### src/rtl/mic_dma_pkg.sv
// Shared types and constants for the microphone capture DMA engine.
// The optional second microphone pair is enabled by defining MIC_DMA_DUAL_MIC_EN.
package mic_dma_pkg;

  typedef enum logic [2:0] {
    ST_IDLE,
    ST_WAIT_READY,
    ST_SEL_A,
    ST_WRITE_A,
    ST_SEL_B,
    ST_WRITE_B,
    ST_DONE
  } mic_dma_state_t;

  localparam logic [1:0]  SEL_MIC_A  = 2'd2;
  localparam logic [1:0]  SEL_MIC_B  = 2'd1;
  localparam logic [1:0]  SEL_IDLE   = 2'd0;
  localparam logic [31:0] WORD_BYTES = 32'd4;

  // Mux setting that must be presented while the engine is in state s.
  // The select is held through the write so the captured pair stays obvious on a scope.
  function automatic logic [1:0] state_select(input mic_dma_state_t s);
    case (s)
      ST_SEL_A, ST_WRITE_A: return SEL_MIC_A;
      ST_SEL_B, ST_WRITE_B: return SEL_MIC_B;
      default:              return SEL_IDLE;
    endcase
  endfunction

  // States in which a new frame cannot be accepted.
  function automatic logic is_busy(input mic_dma_state_t s);
    return (s == ST_SEL_A) || (s == ST_WRITE_A) || (s == ST_SEL_B) || (s == ST_WRITE_B);
  endfunction

  // States that present a write request on the bus.
  function automatic logic is_write(input mic_dma_state_t s);
    return (s == ST_WRITE_A) || (s == ST_WRITE_B);
  endfunction

endpackage

### src/rtl/start_edge_detect.sv
// Registered 0->1 detector for the level-sensitive start input.
// The pulse appears in the cycle after start is first seen high.
module start_edge_detect (
  input  logic CLK,
  input  logic RESET,
  input  logic start,
  output logic rise
);

  logic start_q;

  // Track the previous start level and register the rising-edge pulse
  // NOTE: sequential state uses non-blocking assignments so every register samples pre-edge values.
  always_ff @(posedge CLK or negedge RESET) begin
    if (!RESET) begin
      // Pretend start was already high: a start held through reset must drop
      // and rise again before it launches a run.
      start_q <= 1'b1;
      rise    <= 1'b0;
    end else begin
      start_q <= start;
      rise    <= start & ~start_q;
    end
  end

endmodule

### src/rtl/mic_sample_dma.sv
// Avalon-MM write-master DMA: streams captured microphone frames into
// consecutive words of system memory, one frame per read_ready strobe.
// Define MIC_DMA_DUAL_MIC_EN to write pair A and pair B for every frame;
// otherwise only pair A is written.
module mic_sample_dma
  import mic_dma_pkg::*;
(
  input  logic        CLK,
  input  logic        RESET,
  output logic [31:0] AM_ADDR,
  output logic [2:0]  AM_BURSTCOUNT,
  output logic        AM_WRITE,
  output logic [31:0] AM_WRITEDATA,
  output logic [3:0]  AM_BYTEENABLE,
  input  logic        AM_WAITREQUEST,
  input  logic [31:0] mic_data,
  output logic [1:0]  select,
  input  logic        start,
  input  logic        read_ready,
  input  logic [31:0] start_address,
  input  logic [31:0] number_samples,
  output logic        FINISHED,
  output logic        OVERRUN
);

  mic_dma_state_t state, state_d;
  logic [31:0]    count;
  logic           start_rise;
  logic           launch;
  logic           capture;
  logic           accept;
  logic           frame_done;
  logic           last_frame;

  assign AM_BURSTCOUNT = 3'd1;
  assign AM_BYTEENABLE = 4'hF;
  assign last_frame    = (count == 32'd1);

  start_edge_detect u_start_edge (
    .CLK   (CLK),
    .RESET (RESET),
    .start (start),
    .rise  (start_rise)
  );

  // Next-state logic and the datapath strobes for this cycle
  // NOTE: every output of a combinational block gets a default first, so no path can infer a latch.
  always_comb begin
    state_d    = state;
    launch     = 1'b0;
    capture    = 1'b0;
    accept     = 1'b0;
    frame_done = 1'b0;
    case (state)
      ST_IDLE, ST_DONE: begin
        if (start_rise) begin
          launch  = 1'b1;
          state_d = (number_samples == 32'd0) ? ST_DONE : ST_WAIT_READY;
        end
      end
      ST_WAIT_READY: begin
        if (read_ready) state_d = ST_SEL_A;
      end
      ST_SEL_A: begin
        capture = 1'b1;
        state_d = ST_WRITE_A;
      end
      ST_WRITE_A: begin
        if (!AM_WAITREQUEST) begin
          accept = 1'b1;
`ifdef MIC_DMA_DUAL_MIC_EN
          state_d = ST_SEL_B;
`else
          frame_done = 1'b1;
          state_d    = last_frame ? ST_DONE : ST_WAIT_READY;
`endif
        end
      end
`ifdef MIC_DMA_DUAL_MIC_EN
      ST_SEL_B: begin
        capture = 1'b1;
        state_d = ST_WRITE_B;
      end
      ST_WRITE_B: begin
        if (!AM_WAITREQUEST) begin
          accept     = 1'b1;
          frame_done = 1'b1;
          state_d    = last_frame ? ST_DONE : ST_WAIT_READY;
        end
      end
`endif
      default: state_d = ST_IDLE;
    endcase
  end

  // State register; reset abandons any run in progress
  always_ff @(posedge CLK or negedge RESET) begin
    if (!RESET) state <= ST_IDLE;
    else        state <= state_d;
  end

  // Control outputs are registered copies of what the next state demands
  always_ff @(posedge CLK or negedge RESET) begin
    if (!RESET) begin
      select   <= SEL_IDLE;
      AM_WRITE <= 1'b0;
      FINISHED <= 1'b0;
      OVERRUN  <= 1'b0;
    end else begin
      select   <= state_select(state_d);
      AM_WRITE <= is_write(state_d);
      FINISHED <= (state_d == ST_DONE);
      if (launch)                             OVERRUN <= 1'b0;
      else if (read_ready && is_busy(state))  OVERRUN <= 1'b1;
    end
  end

  // Address, remaining-frame count and captured data
  // NOTE: these are plain registers, so all of them reset; only true RAM arrays may skip reset.
  always_ff @(posedge CLK or negedge RESET) begin
    if (!RESET) begin
      AM_ADDR      <= 32'd0;
      AM_WRITEDATA <= 32'd0;
      count        <= 32'd0;
    end else begin
      if (launch)      AM_ADDR <= start_address & ~32'd3;
      else if (accept) AM_ADDR <= AM_ADDR + WORD_BYTES;

      if (launch)          count <= number_samples;
      else if (frame_done) count <= count - 32'd1;

      if (capture) AM_WRITEDATA <= mic_data;
    end
  end

endmodule

### config.mk
export PLATFORM = sky130hd
export DESIGN_NAME = mic_sample_dma
export DESIGN_NICKNAME = d
export VERILOG_FILES = /design/src/rtl/mic_dma_pkg.sv /design/src/rtl/start_edge_detect.sv /design/src/rtl/mic_sample_dma.sv
export SDC_FILE = /design/constraint.sdc
export NUM_CORES = 1
export LEC_CHECK = 0
export BUFFER_PORTS_ARGS = -buffer_cell sky130_fd_sc_hd__buf_4
export CORE_MARGIN = 2
export CORE_UTILIZATION = 46
export CTS_CLUSTER_DIAMETER = 80
export DETAILED_ROUTE_END_ITERATION = 10
export PLACE_DENSITY_LB_ADDON = 0.1
export SYNTH_ARGS = -nofsm -noshare
export SYNTH_HDL_FRONTEND = slang
export SYNTH_SLANG_ARGS = --single-unit
### constraint.sdc
create_clock -name CLK -period 2.7 [get_ports CLK]
set_input_delay 0.54 -clock CLK [delete_from_list [all_inputs] [get_ports CLK]]
set_output_delay 0.54 -clock CLK [all_outputs]
set_load 0.005 [all_outputs]
Word-level counts from Yosys, hierarchy flattened
Index checks and enable logic that the tools add are counted.
{"block": "classes", "addsub": 2, "n_mul": 0, "n_div": 0, "n_lt_le_gt_ge": 0, "n_eq_ne": 12, "shift": 0, "muxes": 18, "n_bitwise": 2, "reduce_logical": 12}
{"operator": "two-way mux 32 bit", "n": 4}
{"operator": "adder 32 x 3 -> 32 bit, second input constant", "n": 1}
{"operator": "== test 32 x 1 -> 1 bit, second input constant", "n": 1}
{"operator": "zero test 32 bit", "n": 1}
{"operator": "subtractor 32 x 1 -> 32 bit, second input constant", "n": 1}
{"operator": "== test 3 bit, second input constant", "n": 6}
{"operator": "two-way mux 3 bit", "n": 5}
{"operator": "== test 3 x 2 -> 1 bit, second input constant", "n": 4}
{"operator": "one-hot mux 3 bit (4 select lines)", "n": 1}
{"operator": "two-way mux 1 bit", "n": 7}
{"operator": "OR reduction 2 bit", "n": 3}
{"operator": "logical OR 1 bit", "n": 4}
{"operator": "one-hot mux 2 bit (2 select lines)", "n": 1}
{"operator": "nonzero test 2 bit", "n": 2}
{"operator": "== test 3 x 1 -> 1 bit, second input constant", "n": 1}
{"operator": "zero test 3 bit", "n": 1}
{"operator": "bitwise AND 1 bit", "n": 1}
{"operator": "logical AND 1 bit", "n": 1}
{"operator": "NOT 1 bit", "n": 1}
{"block": "totals", "register_bits": 106, "latch_bits": 0, "mem_bits_rw": 0, "rom_bits": 0, "in_bits": 101, "output_inout_bits": 76, "word_cells": 56, "mem_count": 0}

Longest topological paths before layout
{"block": "logic_depth", "depth_word": 7, "mapped_depth": 9, "depth_no_buf": 7}

Cells and area by module
A second synthesis with hierarchy kept.
{"block": "hier_totals", "cells_unflattened": 530, "hier_area_um2": 5310.1}
{"module": "mic_sample_dma", "instances": 1, "cells_each": 527, "area_each_um2": 5245.0, "seq_area_each_um2": 2552.4}
{"module": "start_edge_detect", "instances": 1, "cells_each": 3, "area_each_um2": 65.1, "seq_area_each_um2": 51.3}

Least setup slack after synthesis
OpenSTA, ideal clock, no wires.
{"block": "synth_path", "kind": "register -> register", "startpoint": "register count[13]", "endpoint": "register count[28]", "setup_time_ns": 0.126, "arrival_time_ns": 2.512, "required_time_ns": 2.574, "setup_slack_ns": 0.062, "stages_incl_launch_ff": 7, "n_path_buf": 1, "period_less_slack_ns": 2.638, "path_cell_list": "dfrtp_1 -> or4_4 -> buf_6 -> or4_4 -> or3_4 -> o311a_1 -> a221o_1"}
{"block": "synth_via", "elab_chain_cells": 3}
{"item": "start: declaration", "line_no": "mic_sample_dma.sv:27", "rtl": "logic [31:0] count;"}
{"item": "start signal: assignment", "line_no": "mic_sample_dma.sv:129", "rtl": "if (launch) count <= number_samples;"}
{"item": "start signal: assignment", "line_no": "mic_sample_dma.sv:130", "rtl": "else if (frame_done) count <= count - 32'd1;"}
{"item": "subtractor 32 x 1 -> 32 bit", "line_no": "mic_sample_dma.sv:130"}
{"item": "two-way mux 32 bit", "line_no": "mic_sample_dma.sv:130"}
{"item": "two-way mux 32 bit", "line_no": "mic_sample_dma.sv:129"}
Every way passes these cells. The select of a mux whose other input is x is not followed.
A chain may end at the register's enable or synchronous reset.

Worst setup path in the final report
{"block": "layout_path", "startpoint": "register count[10]", "endpoint": "register count[28]"}
The elaborated chain is that of the path after synthesis.

==> impl_metrics.json <==
{
  "synth_edf_count": 0,
  "die_h_um": 113,
  "synthFlopType": "dfrtp_1",
  "layout_common_cells": "184 x buf_4, 103 x dfrtp_1, 71 x nand2_1",
  "ant_nets": 0,
  "boundaryPins": 177,
  "dp_hpwl_mm": 10.4,
  "violations": "design-rule violations",
  "cts_max_level": 3,
  "multi_input_area_um2": 2670,
  "setup_tns_ns": 0,
  "hold_viol": 0,
  "port_buffers": 165,
  "cts_sinks": 104,
  "ys_seq_area_share_pct": 47.7,
  "holdBufCountCts": 0,
  "status": "finished, violations left",
  "route.detailed.wl_per_inst_um": 16.5,
  "grt_pass1_vias": 4904,
  "routabilityCongestion": 0.885,
  "met2WireLength_mm": 6.45,
  "postCtsSetupBuffers": 0,
  "drv_slew": 0,
  "postPlaceCellArea_um2": 6920,
  "fin_hold_ws_ns": 0.0394,
  "path_cells": "or4_1, or3_1, or3_4, o311a_1, a221o_1",
  "irDropWorstVdd_uv": 410,
  "ys_seq_elements": 104,
  "synth_cells": 570,
  "num_rows": 39,
  "setup_viol": 0,
  "min_period_ns": 2.57,
  "critPathMaxStageDelay_ns": 0.58,
  "cp-start-kind": "flop",
  "wl_met1_mm": 6.76,
  "clockBufferDepth": 2,
  "ys_warn_count": 0,
  "drive_gt1_share_pct": 33.7,
  "drt_iter0_drc": 377,
  "cp_data_arrival_time_ns": 2.80,
  "worst_slew_pin_slew_ns": 0.607,
  "maxCapViolCount": 0,
  "design.core.area_um2": 11500,
  "drcViolationCount": 16,
  "fin_crit_sh_pct": 95.0,
  "critPathCaptureType": "flop",
  "crit_required_ns": 2.93,
  "clkLatencyLatePin_ns": 0.34,
  "clock.fmax_mhz": 390,
  "grt_first_pass_wirelength_mm": 24.0,
  "max_slew_margin_pct": 59.2,
  "path_max_fanout": 6,
  "track_usage_pct": 22.9,
  "cts_tree": "built",
  "vias": 5051,
  "grt_start_max_net_pins": 76,
  "die-width_um": 113,
  "fin_total_pwr_w": 0.00715,
  "netlist_area_um2": 5460,
  "n_antenna_cell": 0,
  "area_growth_pct": 31.7,
  "holdCritPathClass": "input port to asynchronous set/reset pin",
  "cts_buffers": 9,
  "final_nets": 839,
  "final_util_pct": 62.5,
  "final_common_cell": "buf_4",
  "register_area_um2": 2600,
  "powerDensity_nw_per_um2": 994,
  "rsz0062_at_grt": "no",
  "viasPerCell": 5.73,
  "critical_path_class": "flop to flop",
  "top_layer_used": "met4",
  "design_area_um2": 7200,
  "slowest_stage": "or4_1",
  "async_flop_share_pct": 100,
  "clkTransAtPathRegs_ns": 0.07,
  "initial_core_util_pct": 47.4,
  "wl_mm": 14.6,
  "synth.distinct_cells": 55,
  "fillers": 981,
  "skew_ns": 0.0122,
  "cts_root_buf": "clkbuf_16",
  "firstDrtPassIters": 8,
  "die-area_um2": 12800,
  "grt_antenna_before_repair": 0,
  "postCtsResizedCells": 0,
  "avgSynthCellArea_um2": 9.59,
  "wl_met3_mm": 1.11,
  "grt-ovfl-total": 0,
  "p_leak_nw": 3.18
}
-- cell type report --
cell class,count,share of cell area (%)
multi-input cells,423,37.2
flip-flops and latches,104,36.2
inverters,10,0.522
well taps,143,2.49
clock inverters,6,0.591
repair buffers,186,19.7
clock buffers,10,3.32
-- cells in the mapped netlist (all sizes together) (13+ instances only) --
library cell | n | area share, %
dfrtp | 103 | 47
nand4 | 20 | 2.3
nand2 | 71 | 4.9
mux2 | 32 | 6.6
a21oi | 21 | 1.9
buf | 14 | 1.7
clkbuf | 27 | 1.9
nor2 | 31 | 2.1
nor3 | 13 | 1.2
nor4 | 22 | 2.8
o211ai | 14 | 1.9
nand3 | 44 | 4.0
o21ai | 30 | 2.7
or3 | 13 | 1.7
-- per-stage QoR --
step | cells | setup WS, ns
detailed placement | 866 | 0.138
floorplan | 578 | 0.0617
CTS | 882 | 0.137
global route | 882 | 0.0705
finish | 882 | 0.134
global placement | 866 | 0.164
-- cell families (layout without fill, tap and decap cells) --
logic type | after synthesis | count (layout) | synth area share, %
DFF | 104 | 104 | 47.7
adders and majority gates | 4 | 4 | 0.916
AOI/OAI and AO/OA | 120 | 120 | 15.3
buffers and inverters | 51 | 212 | 4.26
other | 2 | 10 | 0.137
and+or+nand+nor | 246 | 246 | 23.4
muxes | 32 | 32 | 6.59
xor gates and xnor gates | 11 | 11 | 1.76
-- per-layer routing --
layer | GRT usage (%) | up-vias
met4 | 6.83 | 0
met5 | 0 | -
met3 | 5.52 | 20
met1 | 32.8 | 2396
li1 | - | 2449
met2 | 34.8 | 186
-- final timing paths --
kind                                                      from                              to  slack, ns  cells after the start
max in group asynchronous                                RESET         AM_ADDR[11]$_DFFE_PN0P_       1.95                      2
worst max register to register           count[10]$_DFFE_PN0P_           count[28]$_DFFE_PN0P_       0.13                      5
worst min-delay path                                     RESET     AM_WRITEDATA[0]$_DFFE_PN0P_       0.04                      1
worst min register to register  u_start_edge.start_q$_DFF_PN1_     u_start_edge.rise$_DFF_PN0_       0.50                      1
worst max-delay path                     count[10]$_DFFE_PN0P_           count[28]$_DFFE_PN0P_       0.13                      5
min in group CLK                                         start  u_start_edge.start_q$_DFF_PN1_       0.32                      1
-- report_power, final --
part	internal (W)	switching (W)	leakage [nW]
clock	0.000652	0.000582	0.135
combinational	0.00163	0.00126	1.77
sequential	0.00229	0.000739	1.27
total	0.00457	0.00258	3.18
-- flip-flops by register name (all words and copies together) (netlist names) --
signal	cells
AM_WRITE	1
u_start_edge.start_q	1
AM_WRITEDATA	32
select	2
count	32
AM_ADDR	30
OVERRUN	1
u_start_edge.rise	1
FINISHED	1
state	3
-- critical path, delay by kind of cell, from the launching register on --
kind | cells | cell delay (ns)
AOI/OAI and AO/OA | 2 | 0.61
DFF | 1 | 0.42
and+or+nand+nor | 3 | 1.41
No activity file was read; power rests on OpenSTA's default activity.
